File: src/rtl/fb_pkg.sv
// Shared frame-buffer definitions: RLE word fields, the pixel type and the
// decompressor state encoding.
package fb_pkg;

  localparam int unsigned RUN_MSB              = 15;
  localparam int unsigned RUN_LSB              = 12;
  localparam int unsigned COLOR_MSB            = 11;
  localparam int unsigned FRAME_PIXELS_DEFAULT = 57600;

  typedef logic [COLOR_MSB:0]       pixel_t;
  typedef logic [RUN_MSB-RUN_LSB:0] run_t;

  typedef enum logic [2:0] {
    ST_IDLE,
    ST_FETCH,
    ST_WAIT,
    ST_EMIT,
    ST_DONE
  } state_t;

endpackage

File: src/rtl/rle_decompress_if.sv
// SPRAM read port plus RGB444 pixel stream between the decompressor (master)
// and the memory/display side (slave).
interface rle_decompress_if #(
  parameter int unsigned ADDR_W = 14
);
  import fb_pkg::*;

  logic              mem_rd;
  logic [ADDR_W-1:0] mem_addr;
  logic [15:0]       mem_rdata;
  pixel_t            pix_data;
  logic              pix_valid;
  logic              pix_ready;

  modport master (
    output mem_rd, mem_addr, pix_data, pix_valid,
    input  mem_rdata, pix_ready
  );

  modport slave (
    input  mem_rd, mem_addr, pix_data, pix_valid,
    output mem_rdata, pix_ready
  );

endinterface

File: src/rtl/rle_decompress.sv
// Run-length decoder: fetches 16-bit RLE words from SPRAM and streams one
// frame of RGB444 pixels, then pulses decompress_finish.
module rle_decompress
  import fb_pkg::*;
#(
  parameter int unsigned ADDR_W       = 14,
  parameter int unsigned BASE_ADDR    = 0,
  parameter int unsigned MAX_WORDS    = 16384,
  parameter int unsigned FRAME_PIXELS = FRAME_PIXELS_DEFAULT
) (
  input  logic             clock,
  input  logic             reset_n,
  input  logic             decompress_start,
  output logic             decompress_finish,
  output logic             busy,
  rle_decompress_if.master bus,
  output logic             err_overrun,
  output logic             err_budget
);

  localparam logic [ADDR_W-1:0] BASE       = ADDR_W'(BASE_ADDR);
  localparam logic [ADDR_W:0]   WORD_LIMIT = (ADDR_W+1)'(MAX_WORDS);
  localparam logic [15:0]       FRAME_END  = 16'(FRAME_PIXELS);

  state_t            state_q, state_d;
  logic [ADDR_W-1:0] addr_q, addr_d;
  logic [ADDR_W:0]   words_q, words_d;
  logic [15:0]       pix_q, pix_d;
  run_t              run_q, run_d;
  pixel_t            color_q, color_d;
  logic              ovr_q, ovr_d;
  logic              bud_q, bud_d;

  always_ff @(posedge clock) begin
    if (!reset_n) begin
      state_q <= ST_IDLE;
      addr_q  <= BASE;
      words_q <= '0;
      pix_q   <= '0;
      run_q   <= '0;
      color_q <= '0;
      ovr_q   <= 1'b0;
      bud_q   <= 1'b0;
    end else begin
      state_q <= state_d;
      addr_q  <= addr_d;
      words_q <= words_d;
      pix_q   <= pix_d;
      run_q   <= run_d;
      color_q <= color_d;
      ovr_q   <= ovr_d;
      bud_q   <= bud_d;
    end
  end

  always_comb begin
    state_d = state_q;
    addr_d  = addr_q;
    words_d = words_q;
    pix_d   = pix_q;
    run_d   = run_q;
    color_d = color_q;
    ovr_d   = ovr_q;
    bud_d   = bud_q;

    unique case (state_q)
      ST_IDLE: begin
        if (decompress_start) begin
          state_d = ST_FETCH;
          addr_d  = BASE;
          words_d = '0;
          pix_d   = '0;
          ovr_d   = 1'b0;
          bud_d   = 1'b0;
        end
      end
      ST_FETCH: state_d = ST_WAIT;
      ST_WAIT: begin
        run_d   = bus.mem_rdata[RUN_MSB:RUN_LSB];
        color_d = bus.mem_rdata[COLOR_MSB:0];
        addr_d  = addr_q + 1'b1;
        words_d = words_q + 1'b1;
        state_d = ST_EMIT;
      end
      ST_EMIT: begin
        if (bus.pix_ready) begin
          pix_d = pix_q + 16'd1;
          run_d = run_q - 1'b1;
          // Frame end wins over run end; a non-zero residual run means truncation.
          if (pix_d == FRAME_END) begin
            ovr_d   = ovr_q | (run_q != '0);
            state_d = ST_DONE;
          end else if (run_q == '0) begin
            if (words_q == WORD_LIMIT) begin
              bud_d   = 1'b1;
              state_d = ST_DONE;
            end else begin
              state_d = ST_FETCH;
            end
          end
        end
      end
      ST_DONE: state_d = ST_IDLE;
      default: state_d = ST_IDLE;
    endcase
  end

  assign bus.mem_rd        = (state_q == ST_FETCH);
  assign bus.mem_addr      = addr_q;
  assign bus.pix_valid     = (state_q == ST_EMIT);
  assign bus.pix_data      = color_q;
  assign decompress_finish = (state_q == ST_DONE);
  assign busy              = (state_q != ST_IDLE);
  assign err_overrun       = ovr_q;
  assign err_budget        = bud_q;

endmodule

File: src/flat_wrapper.sv
// flat-port wrapper written by rule: the top's interface ports become plain ports
module rle_decompress_flat import fb_pkg::*;
#(
  parameter int unsigned ADDR_W       = 14,
  parameter int unsigned BASE_ADDR    = 0,
  parameter int unsigned MAX_WORDS    = 16384,
  parameter int unsigned FRAME_PIXELS = FRAME_PIXELS_DEFAULT
)
  (clock, reset_n, decompress_start, decompress_finish, busy, err_overrun, err_budget, bus_mem_rd, bus_mem_addr, bus_pix_data, bus_pix_valid, bus_mem_rdata, bus_pix_ready);
  rle_decompress_if #(.ADDR_W(ADDR_W)) bus_i ();
  input  logic clock;
  input  logic reset_n;
  input  logic decompress_start;
  output logic decompress_finish;
  output logic busy;
  output logic err_overrun;
  output logic err_budget;
  output wire logic [$bits(bus_i.mem_rd)-1:0] bus_mem_rd;
  output wire logic [$bits(bus_i.mem_addr)-1:0] bus_mem_addr;
  output wire logic [$bits(bus_i.pix_data)-1:0] bus_pix_data;
  output wire logic [$bits(bus_i.pix_valid)-1:0] bus_pix_valid;
  input wire logic [$bits(bus_i.mem_rdata)-1:0] bus_mem_rdata;
  input wire logic [$bits(bus_i.pix_ready)-1:0] bus_pix_ready;
  assign bus_mem_rd = bus_i.mem_rd;
  assign bus_mem_addr = bus_i.mem_addr;
  assign bus_pix_data = bus_i.pix_data;
  assign bus_pix_valid = bus_i.pix_valid;
  assign bus_i.mem_rdata = bus_mem_rdata;
  assign bus_i.pix_ready = bus_pix_ready;
  rle_decompress #(.ADDR_W(ADDR_W), .BASE_ADDR(BASE_ADDR), .MAX_WORDS(MAX_WORDS), .FRAME_PIXELS(FRAME_PIXELS)) u_core (.clock(clock), .reset_n(reset_n), .decompress_start(decompress_start), .decompress_finish(decompress_finish), .busy(busy), .bus(bus_i), .err_overrun(err_overrun), .err_budget(err_budget));
endmodule
File: config.mk
export PLATFORM = sky130hd
export DESIGN_NAME = rle_decompress_flat
export DESIGN_NICKNAME = d
export VERILOG_FILES = /design/src/rtl/fb_pkg.sv /design/src/rtl/rle_decompress_if.sv /design/src/rtl/rle_decompress.sv /design/src/flat_wrapper.sv
export SDC_FILE = /design/constraint.sdc
export NUM_CORES = 1
export LEC_CHECK = 0
export ABC_AREA = 1
export CAP_MARGIN = 15
export CORE_MARGIN = 2
export CORE_UTILIZATION = 30
export CTS_BUF_LIST = sky130_fd_sc_hd__clkbuf_16
export DETAILED_ROUTE_END_ITERATION = 8
export SETUP_SLACK_MARGIN = 0.2
export SLEW_MARGIN = 25
export SYNTH_ARGS = -nofsm -noshare
export SYNTH_HDL_FRONTEND = slang
export SYNTH_SLANG_ARGS = --single-unit
File: constraint.sdc
create_clock -name clock -period 1.79 [get_ports clock]
set_clock_uncertainty 0.1 [all_clocks]
set_input_delay 0.4475 -clock clock [delete_from_list [all_inputs] [get_ports clock]]
set_output_delay 0.4475 -clock clock [all_outputs]
set_load 0.01 [all_outputs]
==> flow_metrics.tcl, run 1 <==
set metrics [dict create \
    timing.hold.worst.class "reg -> reg" \
    irDropWorstVdd_mv 0.462 \
    design.die.area_um2 12300 \
    clk-insertion-delay-late_ps 330 \
    floorplan.initialDensity_pct 31.1 \
    first_global_vias 3881 \
    relSlewSlack_pct 72.2 \
    timing.fmax_ghz 0.517 \
    hold_violations 0 \
    syn_nets 526 \
    iteration_0_drc_markers 181 \
    io-pin-count 52 \
    routed_via_density 4.88 \
    floorplan.rows 38 \
    post-layout-total-power_mw 4.58 \
    max_cap_violations 0 \
    insertedDiodeCount 0 \
    critPathRequiredTime_ps 1920 \
    layout_min_cycle_time_ps 1930 \
    die_height_um 111 \
    synthArstFlopShare_pct 0 \
    cts_hold_repair.buffers 0 \
    ctsRootBufferMaster "clkbuf_16" \
    core_area_um2 11000 \
    synth.ff_latch_count 66 \
    overflow 0 \
    tritoncts "built" \
    critical_path.reg2reg.startpoint "u_core.pix_q[0]" \
    dieWidth_um 111 \
    worst_ep_arrival_time_ps 2060 \
    timing.final.crit_share_pct 108 \
    dp_hpwl_mm 6.54 \
    final_standard_cell_count_with_taps_included_and_fillers_excluded 783 \
    ys.flop_type "dfxtp_1" \
    tritoncts.num_buffers 9 \
    p_leak_nw 2.35 \
    synth.yosys.seq_area_share_pct 38.7 \
    cts.reportedPaths.clkPinSlew_ps 60 \
    drc 0 \
    route.met3.wl_um 441 \
    drive_gt1_share_pct 42.9 \
    ys_warn_count 0 \
    grt_max_degree 37 \
    track_usage_pct 16.9 \
    finalWorstSetupSlack_ps -145 \
    met2_wire_length_mm 5.46 \
    antenna_found_initial 0 \
    power.density_cell_area_nw_per_um2 782 \
    first_pass_iters 4 \
    finish.net_count 663 \
    reg2reg_setup_slack_ps -140 \
    port_buffers 51 \
    run_status "finished with violations" \
    synthesis.area_per_instance_um2 6.82 \
    routabilityCongestion 0.822 \
    route.final.wire_length_mm 10.7 \
    wl_met1_mm 4.60 \
    drtAntennaViolNets 0 \
    setup.worst_path.start_class "flip-flop" \
    fillers 983 \
    syn-instance-count 501 \
    end_kind "flip-flop" \
    final-max-slew-violation-count 0 \
    edff_count_synth 0 \
    synthesis.area_um2 3420 \
    cts.sinks 66 \
    wire_length_of_the_first_global_routing_pass_mm 17.6 \
    rsz0062_at_grt "true" \
    register_area_um2 1370 \
    timing_worst_setup_path_type "reg -> reg" \
    critical_path.max_fanout 5 \
    finalSetupViolations 5 \
    yosysUniqueCellTypes 38 \
    area_growth_pct 71.2 \
    critPathLaunch "u_core.pix_q[0]" \
    placed_cells 730 \
    multiInputGateArea_um2 2400 \
    ctsHtreeMaxLevel 3 \
    routed-via-count 3820 \
    wl_per_cell_um 13.7 \
    cts_buffer_depth 2 \
    timing.hold.worst.start "u_core.err_overrun" \
    highest-signal-layer "met4" \
    worst_pin_slew_ps 413 \
    violations "negative setup slack" \
]
[worst paths after layout]
check                       endpoint  depth (start not counted)
setup / recovery   u_core.state_q[1]                         11
hold / removal    u_core.err_overrun                          2
setup reg to reg   u_core.state_q[1]                         11
hold reg to reg   u_core.err_overrun                          2
[critical path, cell delays in order (launching register included)]
cell and delay [ps]:
dfxtp_4 380, ha_4 170, nand3_4 100, nor2_4 130, nand3_1 130, xor2_2 190, nor2_2 160, nand3_4 120
nand2_2 110, nand2_4 70, o21bai_4 120, inv_2 40
[synthesized netlist by cell type, types with 2 or more instances]
| master | n | area share [%] |
|---|---|---|
| nor2_1 | 66 | 7.2 |
| o22ai_1 | 4 | 0.73 |
| nand2_2 | 5 | 0.92 |
| a211oi_1 | 9 | 2.0 |
| o21bai_1 | 2 | 0.44 |
| nor2_2 | 5 | 0.92 |
| inv_2 | 3 | 0.33 |
| clkbuf_1 | 9 | 0.99 |
| nor2_4 | 3 | 0.99 |
| nand3_1 | 34 | 5.0 |
| ha_1 | 5 | 1.8 |
| nor3_1 | 8 | 1.2 |
| a221oi_1 | 8 | 2.0 |
| nor3_2 | 2 | 0.59 |
| nand2_1 | 113 | 12 |
| inv_1 | 59 | 6.5 |
| xor2_1 | 2 | 0.51 |
| a21oi_1 | 32 | 4.7 |
| o21ai_0 | 35 | 5.1 |
| buf_2 | 6 | 0.88 |
| dfxtp_1 | 66 | 39 |
| o311a_1 | 2 | 0.59 |
| nand4_1 | 7 | 1.3 |
| a22oi_1 | 2 | 0.44 |
[repair_timing]
item	in CTS	in global routing
pin swaps	53	47
setup endpoints to repair	70	73
gates cloned	3	0
gates resized for setup	165	117
setup buffers	23	11
[flip-flops by register name (all words and copies together) (netlist names)]
| signal | flops |
|---|---|
| u_core.err_budget | 1 |
| u_core.err_overrun | 1 |
| u_core.bus.mem_addr | 14 |
| u_core.pix_q | 16 |
| u_core.run_q | 4 |
| u_core.bus.pix_data | 12 |
| u_core.words_q | 15 |
| u_core.state_q | 3 |
[final cells by class]
cell class	count	share of cell area, %
Multi-Input combinational cell	356	41.0
Sequential cell	66	23.3
Timing Repair Buffer	142	23.0
Inverter	63	4.47
Clock buffer	10	4.28
Tap cell	140	2.99
Clock inverter	6	0.941
[cells by family after synthesis]
kind of cell / share of synthesized area (%)
fa+ha+maj: 1.83
buf+inv: 9.19
flops: 38.7
simple gates: 32.1
compound gates: 17.0
xor+xnor: 1.24
[per-layer routing]
layer | GRT usage [%] | up-vias
li1 | - | 1937
met1 | 20.1 | 1791
met2 | 30.0 | 72
met3 | 4.05 | 20
met4 | 5.25 | 0
met5 | 0 | -
[cells in the final DEF, fill, tap and decap left out, types with 3 or more instances in the layout]
cell type / netlist / final
o21ai_0: 35 / 20
o21ai_2: 1 / 10
inv_1: 59 / 47
dfxtp_2: 0 / 15
a21oi_2: 0 / 9
nand3_1: 34 / 25
a221oi_2: 0 / 8
nor2_4: 3 / 14
ha_4: 0 / 3
buf_8: 0 / 3
nor3_2: 2 / 5
o22ai_1: 4 / 4
nor3_4: 1 / 5
buf_6: 0 / 16
dfxtp_1: 66 / 44
nand3_4: 0 / 3
nand2_1: 113 / 79
a211oi_2: 0 / 5
nand2_4: 0 / 16
a211oi_1: 9 / 4
buf_2: 6 / 4
dlygate4sd2_1: 0 / 26
nor2_1: 66 / 47
nand3_2: 1 / 7
clkdlybuf4s50_1: 0 / 19
buf_12: 0 / 9
dfxtp_4: 0 / 7
buf_4: 0 / 62
o21ai_1: 0 / 6
inv_4: 0 / 3
inv_2: 3 / 11
nor2_2: 5 / 13
a21oi_1: 32 / 23
clkbuf_16: 0 / 10
nand4_1: 7 / 7
nand2_2: 5 / 22
[where the power goes]
part           switching, mW  internal (mW)  total, mW
clock                  0.667           1.15       1.81
sequential            0.0564           1.54       1.60
combinational          0.605          0.557       1.16
total                   1.33           3.25       4.58
[metrics by stage]
step	TNS (ps)	util [%]	hold slack (ps)	cell area [µm²]	setup slack (ps)
5_1_grt	-1710	53.3	389	5850	-253
6_report	-563	53.3	356	5850	-145
3_5_place_dp	-1160	40.9	350	4490	-135
3_3_place_gp	-992	40.9	354	4490	-102
2_1_floorplan	0	-	347	3450	106
4_1_cts	-207	48.8	356	5360	-79.8
Power figures use the tool's default switching activity.
==> run 2: changes to the inputs <==
CORE_ASPECT_RATIO = 1.75   (was unset)
==> run 2 against run 1 <==
The run still ends with negative setup slack left. Sequential cell count is the same. Non-clock buffer count rose by 16. Core utilization is 3.4 points higher. Critical endpoint unchanged. Highest routed layer unchanged.
==> flow_metrics.tcl, run 2 (same netlist as run 1, synthesis figures left out) <==
set metrics [dict create \
    tritoncts.num_buffers 9 \
    max_cap_violations 0 \
    violations "negative setup slack" \
    dp_slack_ps -182 \
    dieWidth_um 84.7 \
    dp_hpwl_mm 7.33 \
    layout.cells.most_common_list "nand2_1 (79), buf_4 (64), inv_1 (47), dfxtp_1 (43), nor2_4 (35)" \
    cts.sinks 66 \
    run_status "finished with violations" \
    cts_buffer_depth 2 \
    timing.hold.worst.class "reg -> reg" \
    mostFrequentLayoutCell "nand2_1" \
    first_global_vias 3912 \
    critical_path.max_fanout 7 \
    layout.cell_area.non_filler_um2 6290 \
    slowest_stage "dfxtp_4" \
    hold_depth 2 \
    tritoncts "built" \
    first_pass_iters 4 \
    insertedDiodeCount 0 \
    grt_max_degree 25 \
    hold_violations 0 \
    layout_min_cycle_time_ps 1900 \
    p_leak_nw 2.50 \
    ctsRootBufferMaster "clkbuf_16" \
    worst_ep_arrival_time_ps 2020 \
    design.die.area_um2 12300 \
    route.final.wire_length_mm 12.3 \
    relSlewSlack_pct 75.4 \
    largest_register_ffs 16 \
    drive_gt1_share_pct 49.0 \
    rsz0062_at_grt "true" \
    critPathRequiredTime_ps 1910 \
    timing.fmax_ghz 0.526 \
    post_route_hold_slack_ps 374 \
    cpPeakStageDelay_ps 380 \
    finalWorstSetupSlack_ps -112 \
    post-layout-total-power_mw 4.90 \
    routabilityCongestion 0.925 \
    count_of_cells_along_the_worst_register_to_register_path 12 \
    wl_per_cell_um 15.5 \
    routed_via_density 5.14 \
    io-pin-count 52 \
    end_kind "flip-flop" \
    floorplan.initialDensity_pct 30.8 \
    wire_length_of_the_first_global_routing_pass_mm 18.5 \
    ctsHtreeMaxLevel 3 \
    worst_pin_slew_ps 368 \
    crit_chain "nand2_4 -> nor2_4 -> buf_4 -> nand2_2 -> nand2_2 -> nand3_2 -> nor3_4 -> nand3_4 -> nand2_2 -> nand2_4 -> o21bai_2 -> inv_1" \
    track_usage_pct 18.6 \
    cts.reportedPaths.clkPinSlew_ps 60 \
    die_height_um 145 \
    antenna_found_initial 0 \
    floorplan.rows 51 \
    timing_worst_setup_path_type "reg -> reg" \
    finalSetupViolations 33 \
    core_area_um2 11100 \
    placedInstanceArea_um2 4500 \
    final-max-slew-violation-count 0 \
    critical_path.most_common_cell "nand2_2" \
    routed-via-count 4066 \
    setup.worst_path.start_class "flip-flop" \
    area_growth_pct 84.0 \
    timing.final.crit_share_pct 106 \
    overflow 0 \
    register_with_the_most_flip_flops "u_core.pix_q" \
    clk-insertion-delay-late_ps 320 \
    finish.net_count 679 \
    iteration_0_drc_markers 121 \
    drc 0 \
    irDropWorstVdd_mv 0.642 \
    port_buffers 51 \
    power.density_cell_area_nw_per_um2 780 \
    drtAntennaViolNets 0 \
]
-- run 2: cell count changes in the layout (fill, tap and decap cells not counted), moves of 4 or more --
| cell | change |
|---|---|
| nor2_1 | -15 |
| buf_6 | +15 |
| a21oi_1 | -4 |
| nand3_1 | -5 |
| buf_16 | +4 |
| nor2_2 | -6 |
| nor2_4 | +21 |
| a21oi_2 | +4 |
| o21ai_1 | -4 |
-- run 2: path summary, 6_finish.rpt --
path / slack [ps] / start / endpoint
setup / recovery: -110 / u_core.pix_q[3] / u_core.state_q[1]
setup reg to reg: -110 / u_core.pix_q[3] / u_core.state_q[1]
hold reg to reg: 370 / u_core.err_overrun / u_core.err_overrun
hold / removal: 370 / u_core.err_overrun / u_core.err_overrun
-- run 2: timing repair --
item / 4_1_cts / 5_1_grt
hold buffers: 0 / 0
gates resized for setup: 240 / 112
setup buffers: 29 / 16
pin swaps: 70 / 59
cloned: 5 / 1
endpoints found under the setup margin: 84 / 76
-- run 2: per-layer routing --
metal	vias to the layer above	share of wire, %	global-route usage (%)
met2	107	57	35.4
met4	0	4.1	8.02
li1	1965	-	-
met3	37	2.9	2.84
met5	-	0	0
met1	1957	36	19.4
-- run 2: layout make-up --
class                   count  area, µm²
clock buffers               9        225
inverters                  63        255
multi-input cells         356       2600
repair buffers            158       1600
clock inverters             7       85.1
well taps                 132        165
flip-flops and latches     66       1360
fillers                   954       4810
-- run 2: stage by stage --
step / utilization [%] / cells / setup TNS, ps
after global routing: 56.6 / 791 / -3970
after detailed placement: 40.5 / 724 / -1960
after global placement: 40.5 / 724 / -1550
after floorplan: - / 501 / 0
after CTS: 51.7 / 774 / -195
final: 56.6 / 791 / -1070
-- run 2: worst max-delay path: cells and delay by family, from the launching register on --
family	cells	cell delay, ps
flip-flops	1	380
AO/OA/AOI/OAI	1	110
AND/OR/NAND/NOR	9	980
buffers and inverters	2	210
-- run 2: report_power, final --
| part | leakage (nW) | internal, mW | total, mW | switching [mW] |
|---|---|---|---|---|
| Clock | 0.156 | 1.20 | 1.85 | 0.646 |
| Combinational | 1.80 | 0.749 | 1.45 | 0.705 |
| Sequential | 0.547 | 1.54 | 1.60 | 0.0552 |
==> run 3: changes to the inputs <==
CORE_ASPECT_RATIO = 2   (was 1.75)
SLEW_MARGIN = 0   (was 25)
==> run 3 against run 2 <==
The flow still finishes with violations (negative setup slack). Cell area down 9.2%. Sequential share of layout area grew 2.3 points. Via count decreased by 2.8%. Non-clock buffer count shrank 16. Worst hold slack got worse by 9.7 ps. Clock-buffer cell count did not move. Global-route usage about the same. Critical path type unchanged. Largest power group unchanged.
==> flow_metrics.tcl, run 3 (same netlist as run 1, synthesis figures left out) <==
set metrics [dict create \
    ctsHtreeMaxLevel 3 \
    port_buffers 51 \
    ctsRootBufferMaster "clkbuf_16" \
    dieWidth_um 79.5 \
    routed-via-count 3954 \
    grt_max_degree 37 \
    tritoncts "built" \
    cts.sinks 66 \
    drive_gt1_share_pct 41.0 \
    tritoncts.num_buffers 9 \
    drc 0 \
    net-switching-power_mw 1.26 \
    end_kind "flip-flop" \
    core_area_um2 11200 \
    power_switching_share_pct 27.9 \
    relSlewSlack_pct 81.0 \
    power.density_cell_area_nw_per_um2 790 \
    wire_length_of_the_first_global_routing_pass_mm 18.1 \
    antenna_found_initial 0 \
    post_route_hold_slack_ps 365 \
    floorplan.initialDensity_pct 30.5 \
    layout_min_cycle_time_ps 1880 \
    gate_power_share_pct 23.7 \
    final-max-slew-violation-count 0 \
    critical_path.reg2reg.startpoint "u_core.pix_q[1]" \
    cts_buffer_depth 2 \
    placedInstanceArea_um2 4410 \
    violations "negative setup slack" \
    timing.final.crit_share_pct 105 \
    routabilityCongestion 0.836 \
    seq_power_share_pct 35.4 \
    floorplan.rows 55 \
    fillers 1045 \
    cts.reportedPaths.clkPinSlew_ps 60 \
    wl_per_cell_um 15.1 \
    dp_hpwl_mm 7.33 \
    track_usage_pct 18.6 \
    mostFrequentLayoutCell "nand2_1" \
    finalWorstSetupSlack_ps -88.6 \
    timing.fmax_ghz 0.532 \
    route.final.wire_length_mm 11.8 \
    worst_pin_slew_ps 284 \
    setup.worst_path.start_class "flip-flop" \
    irDropWorstVdd_mv 0.503 \
    drtAntennaViolNets 0 \
    finalSetupViolations 7 \
    timing.hold.worst.class "reg -> reg" \
    routed_via_density 5.04 \
    first_global_vias 3948 \
    final_core_utilization_pct 50.9 \
    power_report.internal_total_mw 3.25 \
    critPathLaunch "u_core.pix_q[1]" \
    layout.cell_area.non_filler_um2 5710 \
    p_leak_nw 2.31 \
    timing.hold.worst.start "u_core.err_overrun" \
    die_height_um 155 \
    iteration_0_drc_markers 153 \
    clock_power_share_pct 40.9 \
    insertedDiodeCount 0 \
    timing_worst_setup_path_type "reg -> reg" \
    register_area_um2 1370 \
    rsz0062_at_grt "true" \
    worst_ep_arrival_time_ps 2010 \
    layout.cells.most_common_list "nand2_1 (81), buf_4 (62), inv_1 (50), nor2_1 (45), dfxtp_1 (44)" \
    reg2reg_setup_slack_ps -90 \
    critical_path.max_fanout 5 \
    dp_slack_ps -180 \
    critPathRequiredTime_ps 1920 \
    io-pin-count 52 \
    multiInputGateArea_um2 2280 \
    design.die.area_um2 12300 \
    run_status "finished with violations" \
    first_pass_iters 5 \
    max_cap_violations 0 \
    clk-insertion-delay-late_ps 340 \
    overflow 0 \
    area_growth_pct 67.1 \
    cts_hold_repair.buffers 0 \
    hold_violations 0 \
    finish.net_count 663 \
    largest_register_ffs 16 \
    register_with_the_most_flip_flops "u_core.pix_q" \
]
run 3: cell types whose count changed in the layout (fill, tap and decap cells not counted), moves of 4 or more:
cell / before / now
nand3_1: 20 / 24
nor2_4: 35 / 18
a221oi_1: 0 / 5
nor2_1: 32 / 45
nand2_4: 17 / 5
a221oi_2: 8 / 3
buf_16: 5 / 0
nand3_4: 6 / 2
nor2_2: 7 / 11
o21ai_0: 20 / 32
nand2_2: 22 / 32
buf_6: 31 / 19
o21ai_2: 13 / 2
run 3: layer usage:
| layer | up-vias | routed length, µm | GRT usage [%] |
|---|---|---|---|
| met2 | 102 | 6690 | 35.3 |
| met3 | 34 | 419 | 3.65 |
| met4 | 0 | 570 | 10.2 |
| met5 | - | 0 | 0 |
| met1 | 1895 | 4150 | 18.2 |
| li1 | 1923 | - | - |
run 3: cell type report:
type | count | share of cell area (%)
Multi-Input combinational cell | 356 | 40.0
Sequential cell | 66 | 23.9
Timing Repair Buffer | 142 | 23.4
Inverter | 63 | 4.36
Clock buffer | 9 | 3.94
Tap cell | 142 | 3.11
Clock inverter | 6 | 1.34
run 3: critical path, cell delays in order (launching register included):
cell      delay (ps)
dfxtp_4          380
ha_4             170
nand2_4           70
nor2_4           100
nand3_1           80
nand2_1           80
nand2_2           90
nor3_4           270
nand3_4          130
nand2_2           80
nand2_2           60
o21bai_2         110
inv_1             50
run 3: power by group through the flow:
stage	Clock, mW	Combinational, mW	Sequential [mW]
CTS	1.88	0.870	1.60
floorplan	0	0.369	1.64
finish	1.85	1.07	1.60
detailed placement	0	0.768	1.63
global placement	0	0.760	1.63
global route	1.94	1.15	1.61
run 3: what timing repair did:
action,CTS,global route
gates resized for setup,161,79
pin swaps,32,28
setup endpoints to repair,81,70
setup buffers,26,19
gates cloned,0,3
run 3: final timing paths:
check,to,depth (start not counted)
min,u_core.err_overrun,2
max,u_core.state_q[1],12
max reg2reg,u_core.state_q[1],12
min reg2reg,u_core.err_overrun,2
run 3: through the flow:
stage	power, mW	instances	TNS (ps)
4_1_cts	4.34	762	-430
3_5_place_dp	2.39	721	-3550
2_1_floorplan	2.01	501	0
5_1_grt	4.70	784	-1150
3_3_place_gp	2.39	721	-3100
6_report	4.51	784	-371
